--- config.mk ---
export PLATFORM = sky130hd
export DESIGN_NAME = brianhg_ddr3_pll
export DESIGN_NICKNAME = d
export VERILOG_FILES = /design/src/rtl/brianhg_ddr3_pll.sv
export SDC_FILE = /design/constraint.sdc
export NUM_CORES = 1
export LEC_CHECK = 0
export ABC_AREA = 1
export ABC_CLOCK_PERIOD_IN_PS = 2300
export CORE_AREA = 5 5 56 58
export CTS_BUF_LIST = sky130_fd_sc_hd__clkbuf_8
export CTS_CLUSTER_DIAMETER = 40
export CTS_CLUSTER_SIZE = 25
export DETAILED_ROUTE_END_ITERATION = 10
export DIE_AREA = 0 0 61 63
export HOLD_SLACK_MARGIN = 0.06
export PLACE_DENSITY = 0.89
export REMOVE_ABC_BUFFERS = 1
export SYNTH_ARGS = -nofsm -noshare
export SYNTH_HDL_FRONTEND = slang
export SYNTH_SLANG_ARGS = --single-unit
--- constraint.sdc ---
create_clock -name CLK_IN -period 2.3 [get_ports CLK_IN]
set_input_delay 0.23 -clock CLK_IN [delete_from_list [all_inputs] [get_ports CLK_IN]]
set_output_delay 0.23 -clock CLK_IN [all_outputs]
set_load 0.03 [all_outputs]
--- src/rtl/brianhg_ddr3_pll.sv ---
// brianhg_ddr3_pll: oversampled DDR3 clock generator.
// CLK_IN runs at 8x DDR3_CLK; a free-running 5-bit counter drives every
// generated clock, each phase picked as a 3-bit slot offset.
// Optional macro BRIANHG_PLL_PHASE_STEP_EN adds runtime stepping of the
// write-DQ clock phase; without it the step inputs are ignored.
module brianhg_ddr3_pll #(
  parameter int    CLK_KHZ_IN         = 50000,
  parameter int    CLK_IN_MULT        = 32,
  parameter int    CLK_IN_DIV         = 4,
  parameter string INTERFACE_SPEED    = "Full",
  parameter int    DDR3_WDQ_PHASE     = 270,
  parameter int    DDR3_RDQ_PHASE     = 0,
  parameter int    LOCK_CYCLES        = 256,
  parameter string FPGA_VENDOR        = "Altera",
  parameter string FPGA_FAMILY        = "Cyclone V",
  parameter int    DDR_TRICK_MTPS_CAP = 0
) (
  input  logic CLK_IN,
  input  logic RST_IN,
  output logic DDR3_CLK,
  output logic DDR3_CLK_WDQ,
  output logic DDR3_CLK_RDQ,
  output logic DDR3_CLK_50,
  output logic DDR3_CLK_25,
  output logic CMD_CLK,
  output logic PLL_LOCKED,
  output logic RST_OUT,
  input  logic phase_step,
  input  logic phase_updn,
  input  logic phase_sclk,
  output logic phase_done
);

  // 0=Full, 1=Half, 2=Quarter, 3=illegal
  localparam int SPEED = (INTERFACE_SPEED == "Full")    ? 0 :
                         (INTERFACE_SPEED == "Half")    ? 1 :
                         (INTERFACE_SPEED == "Quarter") ? 2 : 3;

  localparam logic [2:0] K_WDQ = 3'(DDR3_WDQ_PHASE / 45);
  localparam logic [2:0] K_RDQ = 3'(DDR3_RDQ_PHASE / 45);

  generate
    if (SPEED == 3) begin : g_bad_speed
      $error("INTERFACE_SPEED must be Full, Half or Quarter");
    end
    if ((DDR3_WDQ_PHASE % 45) != 0 || DDR3_WDQ_PHASE < 0 || DDR3_WDQ_PHASE > 315) begin : g_bad_wdq
      $error("DDR3_WDQ_PHASE must be a multiple of 45 in 0..315");
    end
    if ((DDR3_RDQ_PHASE % 45) != 0 || DDR3_RDQ_PHASE < 0 || DDR3_RDQ_PHASE > 315) begin : g_bad_rdq
      $error("DDR3_RDQ_PHASE must be a multiple of 45 in 0..315");
    end
    if (LOCK_CYCLES < 1 || LOCK_CYCLES > 65535) begin : g_bad_lock
      $error("LOCK_CYCLES must be in 1..65535");
    end
  endgenerate

  // High for the 4 slots starting at slot k (50% duty, 8-slot period).
  function automatic logic phase_hi(input logic [2:0] s, input logic [2:0] k);
    logic [2:0] d;
    d = s - k;
    return ~d[2];
  endfunction

  logic [4:0]  c;
  logic [15:0] lock_cnt;
  logic [2:0]  off;
  logic [2:0]  k_wdq;

  assign k_wdq = K_WDQ + off;

`ifdef BRIANHG_PLL_PHASE_STEP_EN
  logic       step_r, step_q;
  logic [3:0] busy_pipe;  // one bit per busy cycle, drains toward bit 0
  logic       step_req;
  logic       unused_ok;

  assign step_req   = step_r & ~step_q & PLL_LOCKED & phase_done;
  assign phase_done = ~|busy_pipe;
  assign unused_ok  = ^{phase_sclk, CLK_KHZ_IN != 0, CLK_IN_MULT != 0, CLK_IN_DIV != 0,
                        FPGA_VENDOR == "", FPGA_FAMILY == "", DDR_TRICK_MTPS_CAP != 0};

  // Step request edge detect, offset update and busy window.
  always_ff @(posedge CLK_IN) begin
    if (!RST_IN) begin
      step_r    <= 1'b0;
      step_q    <= 1'b0;
      busy_pipe <= '0;
      off       <= '0;
    end else begin
      step_r <= phase_step;
      step_q <= step_r;
      if (step_req) begin
        busy_pipe <= '1;
        off       <= phase_updn ? off + 3'd1 : off - 3'd1;
      end else begin
        busy_pipe <= busy_pipe >> 1;
      end
    end
  end
`else
  logic unused_ok;

  assign off        = '0;
  assign phase_done = 1'b1;
  assign unused_ok  = ^{phase_step, phase_updn, phase_sclk, CLK_KHZ_IN != 0, CLK_IN_MULT != 0,
                        CLK_IN_DIV != 0, FPGA_VENDOR == "", FPGA_FAMILY == "",
                        DDR_TRICK_MTPS_CAP != 0};
`endif

  // Slot counter and registered clock outputs (each reflects last cycle's c).
  always_ff @(posedge CLK_IN) begin
    if (!RST_IN) begin
      c            <= '0;
      DDR3_CLK     <= 1'b0;
      DDR3_CLK_WDQ <= 1'b0;
      DDR3_CLK_RDQ <= 1'b0;
      DDR3_CLK_50  <= 1'b0;
      DDR3_CLK_25  <= 1'b0;
    end else begin
      c            <= c + 5'd1;
      DDR3_CLK     <= phase_hi(c[2:0], 3'd0);
      DDR3_CLK_WDQ <= phase_hi(c[2:0], k_wdq);
      DDR3_CLK_RDQ <= phase_hi(c[2:0], K_RDQ);
      DDR3_CLK_50  <= ~c[3];
      DDR3_CLK_25  <= ~c[4];
    end
  end

  // Lock timer: lock sticks once the count hits LOCK_CYCLES.
  always_ff @(posedge CLK_IN) begin
    if (!RST_IN) begin
      lock_cnt   <= '0;
      PLL_LOCKED <= 1'b0;
      RST_OUT    <= 1'b1;
    end else if (!PLL_LOCKED) begin
      lock_cnt <= lock_cnt + 16'd1;
      if (lock_cnt + 16'd1 == 16'(LOCK_CYCLES)) begin
        PLL_LOCKED <= 1'b1;
        RST_OUT    <= 1'b0;
      end
    end
  end

  generate
    if (SPEED == 1) begin : g_half
      assign CMD_CLK = DDR3_CLK_50;
    end else if (SPEED == 2) begin : g_quarter
      assign CMD_CLK = DDR3_CLK_25;
    end else begin : g_full
      assign CMD_CLK = DDR3_CLK;
    end
  endgenerate

endmodule

==> results.json <==
{
  "initial_core_util": 0.535,
  "rsz0062_at_grt": "no",
  "syn_area_sq_mm": 0.00140,
  "die_h_um": 63,
  "place_congestion": 0.838,
  "cts_resized": 0,
  "num_vias": 1231,
  "slew_viol_final": 0,
  "die_x_um": 61,
  "cp-start-kind": "flip-flop",
  "rr_worst_depth": 10,
  "switchingPower_uw": 205,
  "cts_root_buf": "clkbuf_8",
  "antenna_found_initial": 0,
  "ios": 14,
  "power-per-cell-area_mw_per_mm2": 542,
  "cts.reportedPaths.clkPinSlew_ns": 0.09,
  "crit_top_cell": "nand2_1",
  "rows": 19,
  "setup.worst_path.end": "RST_OUT",
  "grtUsageTotal": 0.148,
  "finalCriticalPeriod_ns": 1.92,
  "critPathSlowestCell": "dfxtp_1",
  "cts_setup_buffers": 0,
  "htreeDepth": 1,
  "wl_mm": 2.54,
  "fin_setup_tns_ns": 0,
  "clkPwrFrac": 0.325,
  "core_sq_mm": 0.00262,
  "die-area_sq_mm": 0.00384,
  "setup_viol": 0,
  "critPathMaxFanout": 9,
  "ir_drop_v": 0.000437,
  "hold_buffers": 0,
  "hpwl_mm": 1.86,
  "outcome": "completed",
  "yosysUniqueCellTypes": 25,
  "p_leak_uw": 0.000724,
  "cts_tree": "built",
  "syn-mean-instance-area_sq_um": 6.89,
  "numCtsBuffers": 3,
  "grt_start_max_net_pins": 25,
  "drt_iter0_markers": 30,
  "syn2layout_area_growth_pct": 10.4,
  "drtAntennaViolNets": 0,
  "drtPass1Iterations": 4,
  "maxCapViolCount": 0,
  "grt_pass1_wl_mm": 4.53,
  "nets": 220,
  "final_cell_count_no_fill": 242,
  "cp_data_required_time_ns": 2.46,
  "cts_sinks": 27,
  "synth_seq_cells": 27,
  "gr-total-overflow": 0,
  "clk_latency_ns": 0.27,
  "wire_per_inst_um": 10.5,
  "cts_max_path_buffers": 2,
  "synth-seq-area-share": 0.386,
  "dpl.cell_count": 238,
  "rrSetupSlack_ns": 0.38,
  "critical-path-max-stage-delay_ns": 0.41,
  "skew_ns": 0.00314,
  "rr_endpoint": "RST_OUT",
  "hp-class": "reg -> reg",
  "fillCellCount": 241,
  "remaining_drc_errors": 0,
  "critical_path_class": "reg -> reg",
  "end_kind": "flip-flop",
  "hold_ws_ns": 0.437,
  "fin_crit_sh": 0.833,
  "drive_above_1_share": 0.0711,
  "intPower_uw": 632,
  "worstPathCellList": "ha_1, nand3_2, nor2_4, nand3_1, nand2_1, nand2_1, nor3_1, nand3_1, nand2_1, nand2_1",
  "p_seq_frac": 0.591,
  "grt_pass1_vias": 1127,
  "io_buffers": 9,
  "swShare": 0.245,
  "p_comb_frac": 0.085,
  "synthCells": 203,
  "vias_per_cell": 5.09,
  "critPathLaunch": "lock_cnt[0]",
  "r2r_start": "lock_cnt[0]",
  "max_freq_mhz": 522,
  "cp.arrival_ns": 2.08,
  "num_antenna_cells": 0,
  "hold_violations": 0,
  "yosysWarnings": 0
}
==> Yosys cell counts (all sizes together) <==
library cell  number  share of area
conb               1         0.0027
nand4              7          0.031
o21ai             14          0.050
xor2               4          0.025
nor3               1         0.0036
dfxtp             27           0.39
o211ai             3          0.016
xnor2              1         0.0063
o21bai             2          0.011
a21oi             13          0.049
nor2              27          0.083
ha                 3          0.027
clkbuf             3         0.0080
clkinv             2         0.0054
nand2             49           0.14
inv               30          0.081
buf                4          0.024
nand3             12          0.054
==> area by class of cell <==
class	count	area, sq um	share of cell area
clock inverters	1	5.00	0.00324
well taps	31	38.8	0.0251
multi-input cells	137	693	0.449
clock buffers	3	41.3	0.0267
repair buffers	11	105	0.0681
inverters	32	120	0.0778
flip-flops and latches	27	541	0.350
==> metal layers <==
| layer | up-vias | track usage | routed length, um |
|---|---|---|---|
| met5 | - | 0 | 0 |
| met4 | 0 | 0.0515 | 36 |
| met3 | 5 | 0.0248 | 85 |
| met2 | 23 | 0.235 | 1200 |
| met1 | 547 | 0.199 | 1220 |
| li1 | 656 | - | - |
==> power groups by stage <==
stage / Sequential [uW] / Clock [uW] / Combinational [uW]
2_1_floorplan: 520 / 0 / 27.6
5_1_grt: 497 / 299 / 79.1
6_report: 494 / 272 / 71.0
4_1_cts: 494 / 275 / 71.8
3_5_place_dp: 505 / 0 / 71.2
3_3_place_gp: 504 / 0 / 70.9
==> kinds of logic after synthesis <==
| family | Yosys count | share of synthesized area |
|---|---|---|
| other cells | 1 | 0.00268 |
| fa+ha+maj | 3 | 0.0268 |
| simple gates | 96 | 0.309 |
| xor+xnor | 5 | 0.0313 |
| flops | 27 | 0.386 |
| compound gates | 32 | 0.126 |
| buf+inv | 39 | 0.118 |
==> cell usage in the layout, fill, tap and decap left out <==
| cell | synthesis | routed |
|---|---|---|
| nand4_1 | 7 | 7 |
| xnor2_1 | 1 | 1 |
| conb_1 | 1 | 1 |
| o21ai_1 | 1 | 1 |
| ha_1 | 3 | 3 |
| nor3_1 | 1 | 1 |
| clkinv_1 | 2 | 2 |
| nand2_1 | 48 | 48 |
| a21oi_2 | 1 | 1 |
| dfxtp_1 | 27 | 27 |
| nand3_2 | 3 | 3 |
| o211ai_1 | 3 | 3 |
| nand2_4 | 1 | 1 |
| nor2_2 | 3 | 3 |
| o21bai_1 | 2 | 2 |
| o21ai_0 | 13 | 13 |
| inv_1 | 30 | 30 |
| xor2_1 | 4 | 4 |
| buf_4 | 3 | 2 |
| clkbuf_8 | 0 | 3 |
| nor2_1 | 23 | 23 |
| clkinv_2 | 0 | 1 |
| clkdlybuf4s50_1 | 0 | 9 |
| a21oi_1 | 12 | 12 |
| nor2_4 | 1 | 1 |
| nand3_1 | 9 | 9 |
==> worst min path at each step <==
stage	end	startpoint	depth (start not counted)	slack (ns)
5_1_grt	c[0]	c[0]	1	0.48
2_1_floorplan	RST_OUT	RST_IN	1	0.30
3_5_place_dp	DDR3_CLK_25	c[4]	1	0.43
4_1_cts	DDR3_CLK_25	c[4]	1	0.44
6_report	DDR3_CLK_25	c[4]	1	0.44
3_3_place_gp	DDR3_CLK_25	c[4]	1	0.42
==> sequential cells by signal, indices dropped and copies added, names as in the netlist <==
register	count
DDR3_CLK_25	1
DDR3_CLK_50	1
DDR3_CLK_RDQ	1
DDR3_CLK_WDQ	1
PLL_LOCKED	1
RST_OUT	1
c	5
lock_cnt	16
==> critical path: cells and delay by family, from the launching register on <==
kind | cells | cell delay, ns
flops | 1 | 0.41
fa+ha+maj | 1 | 0.29
simple gates | 9 | 1.10
==> per-stage QoR <==
stage | util | worst slack, ns | power, uW | cell area [sq um]
final | 0.590 | 0.385 | 837 | 1540
after global placement | 0.573 | 0.408 | 575 | 1500
after detailed placement | 0.573 | 0.377 | 576 | 1500
after global routing | 0.590 | 0.159 | 875 | 1540
after CTS | 0.590 | 0.363 | 842 | 1540
after floorplan | - | 0.671 | 548 | 1350
Power figures use the tool's default switching activity.
